===== src/rtl/uart_burst_loader.sv =====
// uart_burst_loader: boot-time loader that packs serial bytes into 32-bit
// words, pushes them into the MIG write FIFO and issues one write burst
// command per block, raising load_done once the configured block count is in.
// Optional feature macro: UART_LOADER_CHECKSUM_EN adds a 16-bit running sum of
// the payload and a 2-byte trailer check (CHECK state) after the last burst.
module uart_burst_loader #(
    parameter int          LOG2_BURST_WORDS = 6,
    parameter int          LOG2_BURSTS      = 8,
    parameter logic [29:0] BASE_ADDR        = 30'h0
) (
    input  logic                   clk,
    input  logic                   rst_n,
    input  logic                   calib_done,
    input  logic                   rx_valid,
    input  logic [7:0]             rx_data,
    output logic                   load_done,
    output logic                   load_error,
    output logic [LOG2_BURSTS:0]   progress,
    output logic                   mem_cmd_en,
    output logic [2:0]             mem_cmd_instr,
    output logic [5:0]             mem_cmd_bl,
    output logic [29:0]            mem_cmd_byte_addr,
    input  logic                   mem_cmd_full,
    output logic                   mem_wr_en,
    output logic [3:0]             mem_wr_mask,
    output logic [31:0]            mem_wr_data,
    input  logic                   mem_wr_full
);

    // Byte counter spans one burst; progress counts bursts including the final one.
    localparam int              BCW        = LOG2_BURST_WORDS + 2;
    localparam int              PW         = LOG2_BURSTS + 1;
    localparam logic [PW-1:0]   LAST_LINE  = PW'((32'd1 << LOG2_BURSTS) - 32'd1);
    localparam logic [5:0]      BURST_LEN  = 6'((32'd1 << LOG2_BURST_WORDS) - 32'd1);

    typedef enum logic [2:0] {
        WAIT_CAL = 3'd0,
        RECV     = 3'd1,
        CMD      = 3'd2,
`ifdef UART_LOADER_CHECKSUM_EN
        CHECK    = 3'd3,
`endif
        DONE     = 3'd4,
        ERROR    = 3'd5
    } state_t;

    state_t            state_r;
    state_t            state_next;

    logic [BCW-1:0]    byte_cnt_r;
    logic [31:0]       mem_wr_data_r;
    logic              mem_wr_en_r;
    logic              mem_cmd_en_r;
    logic [29:0]       mem_cmd_byte_addr_r;
    logic [PW-1:0]     progress_r;
    logic              skid_valid_r;
    logic [7:0]        skid_data_r;
    logic              load_done_r;
    logic              load_error_r;

    logic [7:0]        byte_s;
    logic              payload_s;
    logic              wr_pulse_s;
    logic              cmd_issue_s;
    logic              skid_load_s;
    logic              skid_valid_next_s;
    logic [29:0]       line_addr_s;

`ifdef UART_LOADER_CHECKSUM_EN
    logic [15:0]       sum_r;
    logic              trailer_cnt_r;
    logic [7:0]        trailer_hi_r;
    logic              trailer_s;
    logic              chk_fail_s;

    // Modulo-2^16 accumulation of one payload byte.
    function automatic logic [15:0] sum_add(input logic [15:0] acc, input logic [7:0] b);
        sum_add = acc + {8'h00, b};
    endfunction
`endif

    // Burst start address for the current line; wraps within 30 bits.
    assign line_addr_s = BASE_ADDR + (30'(progress_r) << BCW);

    assign mem_cmd_instr     = 3'b000;
    assign mem_wr_mask       = 4'b0000;
    assign mem_cmd_bl        = BURST_LEN;
    assign mem_wr_en         = mem_wr_en_r;
    assign mem_wr_data       = mem_wr_data_r;
    assign mem_cmd_en        = mem_cmd_en_r;
    assign mem_cmd_byte_addr = mem_cmd_byte_addr_r;
    assign progress          = progress_r;
    assign load_done         = load_done_r;
    assign load_error        = load_error_r;

    // State register.
    always_ff @(posedge clk or negedge rst_n) begin
        if (!rst_n) begin
            state_r <= WAIT_CAL;
        end else begin
            state_r <= state_next;
        end
    end

    // Next-state and per-cycle control decode; skid byte has priority over rx.
    always_comb begin
        state_next        = state_r;
        byte_s            = skid_valid_r ? skid_data_r : rx_data;
        payload_s         = 1'b0;
        wr_pulse_s        = 1'b0;
        cmd_issue_s       = 1'b0;
        skid_load_s       = 1'b0;
        skid_valid_next_s = 1'b0;
`ifdef UART_LOADER_CHECKSUM_EN
        trailer_s         = 1'b0;
        chk_fail_s        = 1'b0;
`endif
        case (state_r)
            WAIT_CAL: begin
                if (calib_done) begin
                    state_next = RECV;
                end else begin
                    state_next = WAIT_CAL;
                end
            end
            RECV: begin
                payload_s         = skid_valid_r | rx_valid;
                // A fresh byte arriving while the skid byte drains refills the skid.
                skid_load_s       = skid_valid_r & rx_valid;
                skid_valid_next_s = skid_valid_r & rx_valid;
                if (payload_s && (byte_cnt_r[1:0] == 2'b11)) begin
                    if (mem_wr_full) begin
                        state_next = ERROR;
                    end else begin
                        wr_pulse_s = 1'b1;
                        if (&byte_cnt_r) begin
                            state_next = CMD;
                        end else begin
                            state_next = RECV;
                        end
                    end
                end else begin
                    state_next = RECV;
                end
            end
            CMD: begin
                if (rx_valid && skid_valid_r) begin
                    state_next        = ERROR;
                    skid_valid_next_s = skid_valid_r;
                end else begin
                    skid_load_s       = rx_valid;
                    skid_valid_next_s = skid_valid_r | rx_valid;
                    if (mem_cmd_full) begin
                        state_next = CMD;
                    end else begin
                        cmd_issue_s = 1'b1;
                        if (progress_r == LAST_LINE) begin
`ifdef UART_LOADER_CHECKSUM_EN
                            state_next = CHECK;
`else
                            state_next = DONE;
`endif
                        end else begin
                            state_next = RECV;
                        end
                    end
                end
            end
`ifdef UART_LOADER_CHECKSUM_EN
            CHECK: begin
                trailer_s         = skid_valid_r | rx_valid;
                skid_load_s       = skid_valid_r & rx_valid;
                skid_valid_next_s = skid_valid_r & rx_valid;
                if (trailer_s && trailer_cnt_r) begin
                    state_next = DONE;
                    chk_fail_s = ({trailer_hi_r, byte_s} != sum_r);
                end else begin
                    state_next = CHECK;
                end
            end
`endif
            DONE: begin
                state_next = DONE;
            end
            ERROR: begin
                state_next = ERROR;
            end
            default: begin
                state_next = ERROR;
            end
        endcase
    end

    // Word assembly, FIFO strobes, burst addressing and the skid byte.
    always_ff @(posedge clk or negedge rst_n) begin
        if (!rst_n) begin
            byte_cnt_r          <= '0;
            mem_wr_data_r       <= 32'h0000_0000;
            mem_wr_en_r         <= 1'b0;
            mem_cmd_en_r        <= 1'b0;
            mem_cmd_byte_addr_r <= 30'h0;
            progress_r          <= '0;
            skid_valid_r        <= 1'b0;
            skid_data_r         <= 8'h00;
        end else begin
            if (payload_s) begin
                mem_wr_data_r <= {mem_wr_data_r[23:0], byte_s};
                byte_cnt_r    <= byte_cnt_r + BCW'(1);
            end
            mem_wr_en_r  <= wr_pulse_s;
            mem_cmd_en_r <= cmd_issue_s;
            if (cmd_issue_s) begin
                mem_cmd_byte_addr_r <= line_addr_s;
            end
            // progress follows the command pulse by one cycle.
            if (mem_cmd_en_r) begin
                progress_r <= progress_r + PW'(1);
            end
            skid_valid_r <= skid_valid_next_s;
            if (skid_load_s) begin
                skid_data_r <= rx_data;
            end
        end
    end

    // Sticky completion and error flags.
    always_ff @(posedge clk or negedge rst_n) begin
        if (!rst_n) begin
            load_done_r  <= 1'b0;
            load_error_r <= 1'b0;
        end else begin
            load_done_r  <= load_done_r | (state_next == DONE) | (state_next == ERROR);
`ifdef UART_LOADER_CHECKSUM_EN
            load_error_r <= load_error_r | (state_next == ERROR) | chk_fail_s;
`else
            load_error_r <= load_error_r | (state_next == ERROR);
`endif
        end
    end

`ifdef UART_LOADER_CHECKSUM_EN
    // Payload checksum and trailer capture.
    always_ff @(posedge clk or negedge rst_n) begin
        if (!rst_n) begin
            sum_r         <= 16'h0000;
            trailer_cnt_r <= 1'b0;
            trailer_hi_r  <= 8'h00;
        end else begin
            if (payload_s) begin
                sum_r <= sum_add(sum_r, byte_s);
            end
            if (trailer_s) begin
                trailer_cnt_r <= ~trailer_cnt_r;
                if (!trailer_cnt_r) begin
                    trailer_hi_r <= byte_s;
                end
            end
        end
    end
`endif

endmodule


===== config.mk =====
export PLATFORM = sky130hd
export DESIGN_NAME = uart_burst_loader
export DESIGN_NICKNAME = d
export VERILOG_FILES = /design/src/rtl/uart_burst_loader.sv
export SDC_FILE = /design/constraint.sdc
export NUM_CORES = 1
export LEC_CHECK = 0
export ABC_AREA = 0
export CORE_UTILIZATION = 42
export DETAILED_ROUTE_END_ITERATION = 10
export HOLD_SLACK_MARGIN = 0.12
export PLACE_DENSITY = 0.76
export SLEW_MARGIN = 0
export SYNTH_ARGS = -nofsm -noshare
export SYNTH_HDL_FRONTEND = slang
export SYNTH_SLANG_ARGS = --single-unit

===== constraint.sdc =====
create_clock -name clk -period 1.95 [get_ports clk]
set_clock_uncertainty 0.15 [all_clocks]
set_input_delay 0.39 -clock clk [delete_from_list [all_inputs] [get_ports clk]]
set_output_delay 0.39 -clock clk [all_outputs]
set_load 0.01 [all_outputs]

After elaboration in Yosys (flattened, before gate mapping):

Cells that the tools add are included.

* logic and storage cells: 50
* output and inout port bits: 88
* register bits: 74

* reduce and logical (&&, ||, !) cells: 4
* add/subtract/negate cells: 2
* mux-type cells: 20
* bitwise operators: 5
* equal/unequal tests: 8

Operators by type and width (count)
* two-way mux 3 bit: 5
* case mux 3 bit (4 select lines): 1
* two-way mux 1 bit: 10
* adder 9 x 1 -> 9 bit, second input constant: 1
* equality test 3 bit, second input constant: 3
* equality test 9 x 8 -> 1 bit, second input constant: 1
* adder 8 x 1 -> 8 bit, second input constant: 1
* two-way mux 8 bit: 1
* AND reduction 8 bit: 1
* OR 1 bit: 4
* case mux 1 bit (2 select lines): 2
* equality test 3 x 1 -> 1 bit, second input constant: 1
* equality test 3 x 2 -> 1 bit, second input constant: 1
* zero test 3 bit: 1
* equality test 2 bit, second input constant: 1
* logical AND 1 bit: 2
* two-way mux 2 bit: 1
* inequality test 2 bit, second input constant: 1
* AND 1 bit: 1

Logic depth before layout (Yosys ltp):

* word-level depth: 8
* gate-level depth with buffers: 8
* depth with buffers taken out: 8

Least setup slack after synthesis:

No wires, ideal clock.

* path kind: reg2reg
* from: reg progress_r[0] (netlist: progress[0])
* to: reg load_error_r (netlist: load_error)
* buffers on the path: 0
* cell stages (with the launch flop): 9
* path slack: 0.076 ns
* arrival: 1.606 ns
* setup time: 0.118 ns
* cells stage by stage: dfrtp_1 > ha_1 > nand3_1 > nor2_1 > ha_1 > o21a_1 > a21oi_1 > a311o_1 > a21o_1

* cells in the longest elaborated chain, start to end: 7

RTL lines
* from (decl): RTL line 55 `logic [PW-1:0] progress_r;`
* from (signal assigned): RTL line 217 `progress_r <= progress_r + PW'(1);`
* equality test 9 x 8 -> 1 bit: RTL line 157 `if (progress_r == LAST_LINE) begin`
* two-way mux 3 bit: RTL line 157
* two-way mux 3 bit: RTL line 153 `if (mem_cmd_full) begin`
* two-way mux 3 bit: RTL line 147 `if (rx_valid && skid_valid_r) begin`
* case mux 3 bit (4 select lines): RTL line 118 `case (state_r)`
* net state_next[0]: RTL line 48 `state_t state_next;`
* equality test 3 bit: RTL line 236 `load_error_r <= load_error_r | (state_next == ERROR);`
* OR 1 bit: RTL line 236
* to (signal assigned): RTL line 236
* to (decl): RTL line 59 `logic load_error_r;`

The timed path passes the listed nets, and every way through them passes these cells.
A chain may end at the register's enable or synchronous reset.

Worst setup path after layout:

* from: reg progress_r[4] (netlist: progress[4])
* to: out progress[4]

RTL lines
* to (decl): RTL line 18 `output logic [LOG2_BURSTS:0] progress,`

No word-level cell between the ends.

==> reports/qor.csv <==
metric,value,unit
status,"complete, no violations",
"critical path fanouts, max",4,
most frequent cell after synthesis,dfrtp_1,
Crit. Startpoint,progress[4],
area delta synth->final,31.5,%
final setup fails,0,
cell chosen for the clock root,clkbuf_8,
total global-route track usage,0.155,
post-route ant nets,0,
crit start category,flop,
post-synthesis sequential area ratio,0.555,
vias after detailed routing,2135,
final hold slack,0.326,ns
io pins,102,
f_max,0.529,GHz
asr flop ratio synth,1.00,
setup slack after placement,-0.173,ns
row count,32,
Die W,91.1,um
number of fill cells,657,
min-delay worst type,reg -> reg,
chip height,91.1,um
Pleak,2.07,nW
I/O Buffers,67,
Crit. End Element,primary output,
Max Cap Viol,0,
drt initial violations,76,
Final TNS setup,0,ns
CP max stage delay,0.53,ns
crit path DAT,1.35,ns
min cycle time layout,1.89,ns
"Cell Chain, Critical Path","buf_4, clkdlybuf4s50_1",
largest net degree at the start of global routing,44,
Final Max Slew Viols,0,
number of synthesized flops with an enable pin,0,
drt drc,0,
"Avg Cell Area, Syn",12.8,um^2
CTS tree,yes,
CP required,1.41,ns
peak supply drop,494,uV
Core Footprint,7690,um^2
Final nets,370,
cell count after synthesis,261,
share of cells above drive strength 1,0.243,
critical path type,reg -> out,
per-cell routed wire length,13.2,um
share of the synthesized area in the top cell type,0.555,
CP max-delay cell,clkdlybuf4s50_1,
Pwr Total,5.64,mW
Avg Vias per Cell,4.64,
final non-filler cell total,460,
Final Util,0.571,
1st-pass router iterations,4,
Ant. Diodes,0,
Synth Warn #,0,
Mapped Area,3340,um^2
top cell family by delay on the critical path,buffers and inverters,
clk_lat worst skew,0.34,ns
top_reg_cell synth,dfrtp_1,
PwrDens,1290,nW/um^2
"Reg clk slew, reported paths",0.08,ns
"Remaining Overflow, GRT",0,
maximum buffer depth of the clock tree,2,
TritonCTS buffer count,9,
buffer and inverter count on the worst path,2,
synth cell count leaders,"74 x dfrtp_1, 37 x buf_4, 33 x mux2_2",
"area leader, netlist",dfrtp_1,
Seq cells post-synth,74,
Final Hold Viols,0,
Die Footprint,8300,um^2
r2r startpoint,progress[0],
first-pass GRT wire length,10000,um
DP HPWL,4370,um
unrepaired setup endpoints after global routing,no,
period utilization,0.969,
H-tree lvl count,3,
hold wc startpoint,load_error,
final non-filler cell area,4390,um^2
Final WS setup,0.0606,ns
DP Area,4130,um^2
vias in the first global route,2104,
placed cell count,442,
Synth area leaders,"dfrtp_1 56%, mux2_2 11%, buf_4 8.3%",
post-synth cell types,35,
initial antenna violation count,0,
final wirelength,6080,um
Starting Density,0.434,
routability cong.,0.768,
clk sinks,74,
==> layout make-up <==
| cell class | count | area [um^2] | area share |
|---|---|---|---|
| multi-input cells | 172 | 1270 | 0.289 |
| inverters | 3 | 11.3 | 0.00257 |
| repair buffers | 93 | 901 | 0.205 |
| clock buffers | 10 | 138 | 0.0314 |
| well taps | 102 | 128 | 0.0291 |
| flip-flops and latches | 74 | 1850 | 0.422 |
| clock inverters | 6 | 90.1 | 0.0205 |
==> kinds of logic after synthesis <==
| kind of cell | after synthesis | synth area share |
|---|---|---|
| XOR/XNOR | 14 | 0.0368 |
| buffers and inverters | 47 | 0.102 |
| other | 2 | 0.00225 |
| multiplexers | 50 | 0.174 |
| AO/OA/AOI/OAI | 25 | 0.0454 |
| AND/OR/NAND/NOR | 46 | 0.0724 |
| adder cells (fa/ha/maj) | 3 | 0.0113 |
| flip-flops | 74 | 0.555 |
==> report_power, final <==
| group | leakage [nW] | internal (mW) | switching [mW] | total, mW |
|---|---|---|---|---|
| Sequential | 0.904 | 2.00 | 0.356 | 2.35 |
| Combinational | 1.05 | 1.21 | 0.761 | 1.97 |
| Clock | 0.112 | 0.757 | 0.564 | 1.32 |
| Total | 2.07 | 3.96 | 1.68 | 5.64 |
==> metal layers <==
layer	global-route usage	part of all wire	vias to the layer above
met4	0.0675	0.017	0
met5	0	0	-
met2	0.250	0.47	80
met1	0.204	0.46	1040
met3	0.0310	0.052	10
li1	-	-	1005
==> placed cells by master, fill, tap and decap left out, drive strengths merged, types with 2 or more instances in the layout <==
cell type      instances
xnor2                  8
o21a                   2
nand2                  9
dlymetal6s2s           4
o21ai                  4
clkinv                 3
a21o                   2
nor2b                  2
ha                     3
nand2b                 2
buf                   26
xor2                   6
clkbuf                10
bufinv                 2
dfrtp                 74
nand3b                 2
nand4                  5
a21oi                 13
conb                  34
mux2                  41
clkdlybuf4s50         62
and3                   4
nor2                  15
mux2i                  9
inv                    3
==> state kept, by name, indices dropped and copies added (netlist names) <==
register and flops:
load_done 1, mem_cmd_byte_addr 9, skid_data_r 8, mem_wr_en 1, state_r 3, byte_cnt_r 8
progress 9, load_error 1, skid_valid_r 1, mem_cmd_en 1, mem_wr_data 32
==> final timing paths <==
path | end | slack [ns] | cells after the start
max in group asynchronous | skid_data_r[1] | 0.71 | 3
min in group asynchronous | mem_wr_data[14] | 0.37 | 2
worst min register to register | load_error | 0.33 | 1
worst max register to register | load_error | 0.09 | 8
worst min-delay path | load_error | 0.33 | 1
worst max-delay path | progress[4] | 0.06 | 2
==> repair_timing <==
item	in CTS	in global routing
hold buffers	1	0
endpoints found under the hold margin	31	0
setup endpoints to repair	0	5
buffers inserted	0	1
gates resized for setup	0	6
Note: power is estimated with default switching activity, not from simulation.
